<file path="config.mk">
export PLATFORM = sky130hd
export DESIGN_NAME = mem_fill_arbiter
export DESIGN_NICKNAME = d
export VERILOG_FILES = /design/src/rtl/mem_fill_arbiter.sv
export SDC_FILE = /design/constraint.sdc
export NUM_CORES = 1
export LEC_CHECK = 0
export ABC_AREA = 1
export CAP_MARGIN = 5
export CORE_MARGIN = 3
export CORE_UTILIZATION = 36
export CTS_CLUSTER_DIAMETER = 30
export CTS_CLUSTER_SIZE = 16
export DETAILED_ROUTE_END_ITERATION = 6
export PLACE_DENSITY = 0.77
export SLEW_MARGIN = 20
export SYNTH_ARGS = -nofsm -noshare
export SYNTH_HDL_FRONTEND = slang
export SYNTH_SLANG_ARGS = --single-unit
</file>
<file path="constraint.sdc">
create_clock -name clk -period 1.45 [get_ports clk]
set_input_delay 0.145 -clock clk [delete_from_list [all_inputs] [get_ports clk]]
set_output_delay 0.145 -clock clk [all_outputs]
set_load 0.02 [all_outputs]
</file>
<file path="src/rtl/mem_fill_arbiter.sv">
// mem_fill_arbiter: shares one pipelined main memory between I-cache and D-cache miss handlers
// Ports: clk, rst_n (async active-low);
//   I side: i_req, i_addr -> i_grant, i_fill_valid, i_fill_done
//   D side: d_req, d_wr, d_addr, d_wdata -> d_grant, d_fill_valid, d_fill_done, d_wr_done
//   return path: fill_data, fill_word; memory: mem_en, mem_wr, mem_addr, mem_wdata, mem_rdata, mem_rvalid
//   busy: high whenever a transfer owns memory (pipeline stall)
module mem_fill_arbiter #(
   parameter int ADDR_W      = 16,
   parameter int DATA_W      = 16,
   parameter int BLOCK_WORDS = 8,
   parameter int STARVE_MAX  = 2
) (
   input  logic                           clk,
   input  logic                           rst_n,
   input  logic                           i_req,
   input  logic [ADDR_W-1:0]              i_addr,
   output logic                           i_grant,
   output logic                           i_fill_valid,
   output logic                           i_fill_done,
   input  logic                           d_req,
   input  logic                           d_wr,
   input  logic [ADDR_W-1:0]              d_addr,
   input  logic [DATA_W-1:0]              d_wdata,
   output logic                           d_grant,
   output logic                           d_fill_valid,
   output logic                           d_fill_done,
   output logic                           d_wr_done,
   output logic [DATA_W-1:0]              fill_data,
   output logic [$clog2(BLOCK_WORDS)-1:0] fill_word,
   output logic                           mem_en,
   output logic                           mem_wr,
   output logic [ADDR_W-1:0]              mem_addr,
   output logic [DATA_W-1:0]              mem_wdata,
   input  logic [DATA_W-1:0]              mem_rdata,
   input  logic                           mem_rvalid,
   output logic                           busy
);
   localparam int CW = $clog2(BLOCK_WORDS);
   localparam int SW = $clog2(STARVE_MAX + 1);
   typedef enum logic [1:0] {IDLE, FILL_I, FILL_D, WRITE} state_t;
   state_t            r_state, w_next;
   logic [ADDR_W-1:0] r_addr, w_base;
   logic [DATA_W-1:0] r_wdata;
   // extra MSB lets the issue counter park at BLOCK_WORDS while returns lag
   logic [CW:0]       r_iss;
   logic [CW-1:0]     r_ret;
   logic [SW-1:0]     r_starve;
   logic              w_fill, w_issue, w_ret, w_last, w_pick_d;
   assign w_fill   = (r_state == FILL_I) || (r_state == FILL_D);
   assign w_issue  = w_fill && !r_iss[CW];
   // a return only counts if a read is actually outstanding
   assign w_ret    = w_fill && mem_rvalid && ({1'b0, r_ret} < r_iss);
   assign w_last   = w_ret && (r_ret == CW'(BLOCK_WORDS - 1));
   assign w_pick_d = d_req && !(i_req && r_starve == SW'(STARVE_MAX));
   assign w_base   = r_addr & ~ADDR_W'(2 * BLOCK_WORDS - 1);
   always_ff @(posedge clk or negedge rst_n) begin
      if (!rst_n) begin
         r_state  <= IDLE;
         r_addr   <= '0;
         r_wdata  <= '0;
         r_iss    <= '0;
         r_ret    <= '0;
         r_starve <= '0;
      end else begin
         r_state <= w_next;
         if (r_state == IDLE) begin
            r_addr   <= w_pick_d ? d_addr : i_addr;
            r_wdata  <= d_wdata;
            r_iss    <= '0;
            r_ret    <= '0;
            r_starve <= (w_pick_d && i_req) ? r_starve + 1'b1 : '0;
         end else begin
            if (w_issue) r_iss <= r_iss + 1'b1;
            if (w_ret) r_ret <= r_ret + 1'b1;
         end
      end
   end
   always_comb begin
      w_next = (r_state == IDLE) ? (w_pick_d ? (d_wr ? WRITE : FILL_D) : (i_req ? FILL_I : IDLE))
             : (w_fill && !w_last) ? r_state : IDLE;
   end
   always_comb begin
      i_grant      = r_state == FILL_I;
      d_grant      = (r_state == FILL_D) || (r_state == WRITE);
      i_fill_valid = w_ret && (r_state == FILL_I);
      d_fill_valid = w_ret && (r_state == FILL_D);
      i_fill_done  = w_last && (r_state == FILL_I);
      d_fill_done  = w_last && (r_state == FILL_D);
      d_wr_done    = r_state == WRITE;
      fill_data    = w_ret ? mem_rdata : '0;
      fill_word    = w_ret ? r_ret : '0;
      mem_en       = w_issue || (r_state == WRITE);
      mem_wr       = r_state == WRITE;
      mem_addr     = (r_state == WRITE) ? r_addr : w_issue ? w_base + ADDR_W'({r_iss[CW-1:0], 1'b0}) : '0;
      mem_wdata    = (r_state == WRITE) ? r_wdata : '0;
      busy         = r_state != IDLE;
   end
endmodule

</file>
After elaboration in Yosys (flattened, before gate mapping)
Cells that the tools add are included.
- bits of input ports: 70
- register bits: 43
- output and inout bits: 61
- $lt $le $gt $ge: 1
- add/sub/neg operators: 4
- equality and inequality tests: 6
- reduce and logical (&&, ||, !) cells: 22
- multiplexer cells: 16
- operators with widths (operator ; count):
    16-bit two-way mux ; 5
    16-bit by 4-bit adder with 16-bit output ; 1
    1-bit logical AND ; 12
    3-bit two-way mux ; 3
    2-bit two-way mux ; 4
    4-bit two-way mux ; 2
    2-bit equality test (second input constant) ; 3
    2-bit nonzero test ; 3
    4-bit by 1-bit adder with 4-bit output (second input constant) ; 1
    3-bit by 4-bit < comparator with 1-bit output ; 1
    3-bit by 1-bit adder with 3-bit output (second input constant) ; 1
    3-bit equality test (second input constant) ; 1
    1-bit logical NOT ; 3
    1-bit logical OR ; 3
    2-bit by 1-bit adder with 2-bit output (second input constant) ; 1
    2-bit by 1-bit equality test with 1-bit output (second input constant) ; 1
    2-bit logical NOT ; 1
    1-bit two-way mux ; 2
    2-bit != test (second input constant) ; 1

Depth between registers and ports, before layout
Gate-level depths: netlist of run 1.
- depth in word-level cells: 9
- gate-level depth with buffers: 9

Worst setup path before layout of run 1
OpenSTA, ideal clock, no wires.
- kind: flip-flop to output port
- from: register r_state[0]
- to: output port mem_addr[1]
- setup slack: -0.230 ns
- cell stages (with the launch flop): 5
- path buffers: 1
- required time: 1.305 ns
- arrival time: 1.535 ns
- path through: dfrtp_1 -> ha_1 -> buf_2 -> inv_1 -> o21ai_0
- RTL lines (item ; RTL line ; source):
    from (decl) ; 41 ; state_t r_state, w_next;
    from (signal assigned) ; 65 ; r_state <= w_next;
    2-bit equality test ; n/a ;
    via d_wr_done ; 27 ; output logic d_wr_done,
    16-bit two-way mux ; 94 ; mem_addr = (r_state == WRITE) ? r_addr : w_issue ? w_base + ADDR_W'({r_iss[CW-1:0], 1'b0}) : '0;
    to (decl) ; 32 ; output logic [ADDR_W-1:0] mem_addr,
The timed path passes the listed nets, and every way through them passes these cells.

Worst setup path in the final report of run 1
- from: register r_state[1]
- to: output port mem_addr[13]
- word-level cells in the longest chain between the ends: 5
- RTL lines (item ; RTL line ; source):
    2-bit by 1-bit equality test with 1-bit output / 2-bit equality test (equally long branches) ; 49 ; assign w_fill = (r_state == FILL_I) || (r_state == FILL_D);
    1-bit logical OR ; 49 ;
    1-bit logical AND ; 50 ; assign w_issue = w_fill && !r_iss[CW];
    16-bit two-way mux ; 94 ;
    16-bit two-way mux * ; 94 ;
Every way passes the cells marked *; elsewhere a longest branch is shown, timed or not.

==> metrics, run 1 <==
status finished, violations left; failing checks negative setup slack; Clk Latency, worst-skew pair 0.31 ns; vias 2949; gr usage total 0.223; GRT Residual Overflow 0; number of I/O pins 131; Bufs and invs on worst path 6; cts bufs inserted 5; detailed-router iteration count before antenna repair 4; CTS tree built; fin crit period 2.05 ns; Rel. slew slack 0.624; PwrDens 2020 nW/um^2; Post-Synth Simple-Gate Area 0.262; WL final 9670 um; Leak 0.00249 uW; Yosys reg bits 43; dpl hpwl 5650 um; CP Launch Type flip-flop; Post-Place Worst Slack -0.619 ns; syn_nets 418; Worst Hold Margin 0.396 ns; crit path max fanout 7; CTS Sinks 43; highest-count cells in the layout ignoring fill and taps buf_6 (72), nand2_1 (71), clkdlybuf4s50_1 (68), inv_1 (59), dfrtp_1 (43); Layout area overhead 98.5%; Syn Std Cell Area 2500 um^2; Netlist cell types 24; post-DR wirelength/cell 16.1 um; Synth Area in Adders 0.0501; sequential-to-total area share from yosys stat 0.431; Starting Density 0.382; final worst-path cycle share 1.41; die area 7970 um^2; share of layout cells above drive strength 1 0.402; Rows 29; Hold Path Depth 3; clk slew on worst S/H paths 0.10 ns; Antenna Nets Post-Route 0; critical setup path kind reg2out; fin. max-slew vios 0; maximum root-to-sink buffer count 2; slowest stage delay, CP 0.42 ns; clk root buf clkbuf_8; CP startpoint r_state[1]; Critical-path top delay cell dfrtp_1; Avg Inst Size Synth 7.39 um^2; CP arrival 1.90 ns; I/O Buffers 130; Min-Delay Path Class in2reg; first-pass GRT wire length 13700 um; xor/xnor share of the synthesized area 0; final layout net count 604; antenna diode count 0; die height 89.3 um; vias in the first global route 2987; WP depth 9; largest family of logic cells by synthesized area simple AND/OR/NAND/NOR gates; most frequent CP cell buf_4; final setup margin -0.600 ns; worst path cell trace buf_4 > buf_4 > buf_6 > ha_4 > nor2_4 > buf_12 > buf_4 > nor2_2 > buf_6; Final Util 0.759; initial antenna violation count 0; setup TNS -30.91 ns; synth warn 0; DRC violations left 0; count of final hold-check violations 0; commonest non-fill, non-tap cell in the layout buf_6; maximum vdd ir drop 0.00123 V; Max H-tree Level 2; # setup viols final 67; placed cell area 4210 um^2; Compound-Gate Fraction of Synth Area 0.108; crit end category output port; worst hold path startpoint d_wdata[0]; vias per inst 4.90; critical path required time 1.31 ns; placer congestion estimate 0.791; Die Width 89.3 um; final setup skew 0.0211 ns; RR Startpoint r_state[1]; post-synthesis mux area share 0.00401; Final Cell Area 4960 um^2; critical path's top delay family buffers and inverters; Worst-Margin Slew 0.564 ns; RSZ-0062 raised after global routing yes; Fmax 0.488 GHz; number of max-cap violations 0; worst-case reg-to-reg path depth 10; Syn Inst Count 338; initial drt markers 137; total core area 6530 um^2; largest net degree at the start of global routing 44
[state kept, by name (all words and copies together) (netlist names)]
name	count
r_ret	3
r_iss	4
r_starve	2
r_state	2
r_addr	16
r_wdata	16
[synthesized netlist by cell type]
master    instances  area [um^2]
a21oi_1           4         20.0
buf_6             3         33.8
inv_1            65          244
o22ai_1          15         93.8
clkbuf_1          1         3.75
nand2_1          80          300
a21oi_4           1         16.3
inv_4             1         6.26
buf_2             9         45.0
mux2i_1           1         10.0
buf_4             3         22.5
ha_1             10          125
a211oi_1          1         7.51
o21ai_2           3         26.3
o21ai_0          16         80.1
nor2_4            2         22.5
o21ai_1           5         25.0
dfrtp_1          43         1080
nand3_1          11         55.1
nand2_4           2         22.5
inv_2             2         7.51
nand2_2           2         12.5
nor2_2            9         56.3
nor2_1           49          184
[report_power, final]
part | leakage (uW) | internal [uW] | switching (uW)
logic | 0.00191 | 3360 | 3790
registers | 0.000533 | 1750 | 269
clock network | 0.0000515 | 435 | 414
total | 0.00249 | 5540 | 4480
[layout make-up]
cell class | count | area (um^2)
clock buffer | 8 | 100
fill | 467 | 1580
inverter | 68 | 267
multi-input combinational | 211 | 1440
sequential | 43 | 1080
tap | 77 | 96.3
timing repair buffer | 195 | 1970
[kinds of logic (layout without fill, tap and decap cells)]
family	Yosys count	count (layout)
adder cells (fa/ha/maj)	10	10
multiplexers	1	1
AO/OA/AOI/OAI	45	45
AND/OR/NAND/NOR	155	155
flip-flops	43	43
buffers and inverters	84	271
[metal layers]
metal | part of all wire | vias up | GRT usage | routed length, um
met5 | 0 | - | 0 | 0
met3 | 0.069 | 32 | 0.0525 | 670
met2 | 0.53 | 134 | 0.417 | 5130
met1 | 0.36 | 1394 | 0.245 | 3500
li1 | - | 1389 | - | -
met4 | 0.037 | 0 | 0.0771 | 361
[stage by stage]
step | total power, uW | std cells
after floorplan | 5160 | 338
after global placement | 7010 | 558
after detailed placement | 7160 | 558
after CTS | 9450 | 596
after global routing | 10700 | 602
final | 10000 | 602
[worst reg2reg max path, stage by stage, from the launching register on]
cell and delay (ns):
dfrtp_1 0.40, inv_2 0.07, ha_4 0.29, nand2_4 0.05
a21oi_4 0.16, nand2_4 0.10, buf_4 0.15, buf_6 0.11
nor2_4 0.10, buf_4 0.13, nor2_1 0.05
[path summary, 6_finish.rpt]
kind                                 to  slack (ns)
max in group asynchronous    r_wdata[3]        0.56
min in group asynchronous    r_addr[13]        0.49
setup / recovery           mem_addr[13]       -0.60
hold reg to reg              r_wdata[6]        0.48
hold / removal               r_wdata[0]        0.40
setup reg to reg               r_ret[0]       -0.29
[repair_timing]
| action | in CTS | in global routing |
|---|---|---|
| endpoints found under the hold margin | 43 | 0 |
| gates resized for setup | 368 | 60 |
| setup endpoints to repair | 65 | 82 |
| pin swaps | 10 | 11 |
| gates cloned | 3 | 1 |
| setup buffers | 27 | 12 |
| hold buffers | 1 | 0 |
Power figures use the tool's default switching activity.
==> run 2: changes to the inputs <==
- HOLD_SLACK_MARGIN: unset -> 0.03
- REMOVE_ABC_BUFFERS: unset -> 1
==> run 2 against run 1 <==
Critical path type unchanged. The run still ends with negative setup slack left. First-iteration DRC count shrank 5.8%. Largest power group unchanged. Wire length shrank 17%. Largest cell class unchanged. Design area shrank 10%. Sequential cell count is the same.
==> metrics, run 2 (synthesized netlist as in run 1, its figures left out) <==
status finished, violations left; failing checks negative setup slack; CTS tree built; fin. max-slew vios 0 (unchanged); Die Width 89.3 um (unchanged); Leak 0.00231 uW (-7.5%); Rel. slew slack 0.762 (+0.138); final setup skew 0.00593 ns (-0.0152 ns); Largest regs r_addr: 16 flops, r_wdata: 16 flops, r_iss: 4 flops; count of final hold-check violations 0 (unchanged); Worst-Margin Slew 0.357 ns (-0.207 ns); number of max-cap violations 0 (unchanged); placer congestion estimate 0.829 (+4.8%); Min-Delay Path Class in2async; Fmax 0.517 GHz (+6.0%); critical path required time 1.31 ns (about the same); PwrDens 1880 nW/um^2 (-7.2%); first-pass GRT wire length 11400 um (-17%); commonest non-fill, non-tap cell in the layout nand2_1; Rows 29 (unchanged); critical setup path kind reg2out; Clk Latency, worst-skew pair 0.29 ns (-0.02 ns); GRT Residual Overflow 0 (unchanged); final worst-path cycle share 1.33 (-0.0797); cts bufs inserted 5 (unchanged); DRC violations left 0 (unchanged); Layout area overhead 78.2%; CP Launch Type flip-flop; most frequent CP cell nand2_4; number of I/O pins 131 (unchanged); maximum vdd ir drop 0.000835 V (-32%); vias in the first global route 2531 (-15%); fin crit period 1.93 ns (-0.116 ns); maximum root-to-sink buffer count 2 (unchanged); clk slew on worst S/H paths 0.08 ns (-0.02 ns); initial drt markers 129 (-5.8%); antenna diode count 0 (unchanged); Antenna Nets Post-Route 0 (unchanged); Starting Density 0.382 (unchanged); vias 2685 (-9.0%); initial antenna violation count 0 (unchanged); setup TNS -20.94 ns (+9.97 ns); crit path max fanout 9 (+2); WL final 8010 um (-17%); final layout net count 579 (-4.1%); clk root buf clkbuf_8; detailed-router iteration count before antenna repair 4 (unchanged); slowest stage delay, CP 0.39 ns (-0.03 ns); fillers 530 (+13%); CTS Sinks 43 (unchanged); highest-count cells in the layout ignoring fill and taps nand2_1 (70), clkdlybuf4s50_1 (68), inv_1 (56), buf_4 (48), dfrtp_1 (43); dpl hpwl 5420 um (-4.2%); gr usage total 0.182 (-0.0413); vias per inst 4.66 (-4.8%); CP arrival 1.79 ns (-0.11 ns); Max H-tree Level 2 (unchanged); Critical-path top delay cell dfrtp_1; share of layout cells above drive strength 1 0.353 (-0.0492); die area 7970 um^2 (unchanged); die height 89.3 um (unchanged); RSZ-0062 raised after global routing yes; final setup margin -0.484 ns (+0.116 ns); total core area 6530 um^2 (unchanged); largest net degree at the start of global routing 39 (-11%); worst path cell trace inv_2 > ha_4 > nand2_4 > a21oi_4 > nand2_4 > buf_16 > nor2_2 > buf_4; I/O Buffers 130 (unchanged); placed cell area 4040 um^2 (-4.2%); post-DR wirelength/cell 13.9 um (-13%); # setup viols final 65 (-3.0%); crit end category output port; Final Cell Area 4450 um^2 (-10%)
-- run 2: per-layer routing --
metal,share of wire,up-vias,global-route usage
li1,-,1342,-
met1,0.39,1234,0.207
met2,0.53,97,0.340
met3,0.063,12,0.0433
met4,0.015,0,0.0433
met5,0,-,0
-- run 2: worst paths after layout --
path	to	slack, ns	cells after the start	startpoint
hold / removal	r_addr[2]	0.30	2	rst_n
max in group asynchronous	r_addr[10]	0.55	3	rst_n
min in group clk	r_wdata[15]	0.39	3	d_wdata[15]
setup reg to reg	r_ret[0]	-0.11	9	r_state[1]
hold reg to reg	r_starve[0]	0.47	1	r_starve[0]
setup / recovery	fill_data[15]	-0.48	8	r_state[1]
-- run 2: cell type report --
class,instances,area [um^2],area share
timing repair buffer,170,1640,0.369
multi-input combinational,211,1280,0.288
clock inverter,1,5.00,0.00113
tap,77,96.3,0.0217
inverter,68,265,0.0596
sequential,43,1080,0.242
clock buffer,6,82.6,0.0186
-- run 2: through the flow --
step | cells | setup WS, ns | power, uW | hold WS, ns | utilization
6_report | 576 | -0.484 | 8350 | 0.298 | 0.681
5_1_grt | 576 | -0.568 | 8940 | 0.334 | 0.681
4_1_cts | 573 | -0.423 | 7910 | 0.315 | 0.645
3_5_place_dp | 559 | -0.637 | 6820 | 0.0806 | 0.618
3_3_place_gp | 559 | -0.612 | 6700 | 0.0730 | 0.618
2_1_floorplan | 322 | -1.20 | 4520 | -0.151 | -
-- run 2: worst max-delay path, delay by kind of cell, from the launching register on --
| kind | cells | cell delay [ns] |
|---|---|---|
| DFF | 1 | 0.39 |
| AOI/OAI and AO/OA | 1 | 0.16 |
| and+or+nand+nor | 3 | 0.26 |
| adders and majority gates | 1 | 0.30 |
| buffers and inverters | 3 | 0.39 |
-- run 2: where the power goes --
part	switching (uW)	internal (uW)	total, uW
Clock	392	374	766
Sequential	266	1750	2020
Combinational	3100	2470	5560
-- run 2: repair_timing --
item	in CTS	in global routing
hold buffers	1	0
setup endpoints to repair	66	76
cloned	1	1
gates resized for setup	344	62
pin swaps	3	7
setup buffers	5	6
endpoints found under the hold margin	13	0
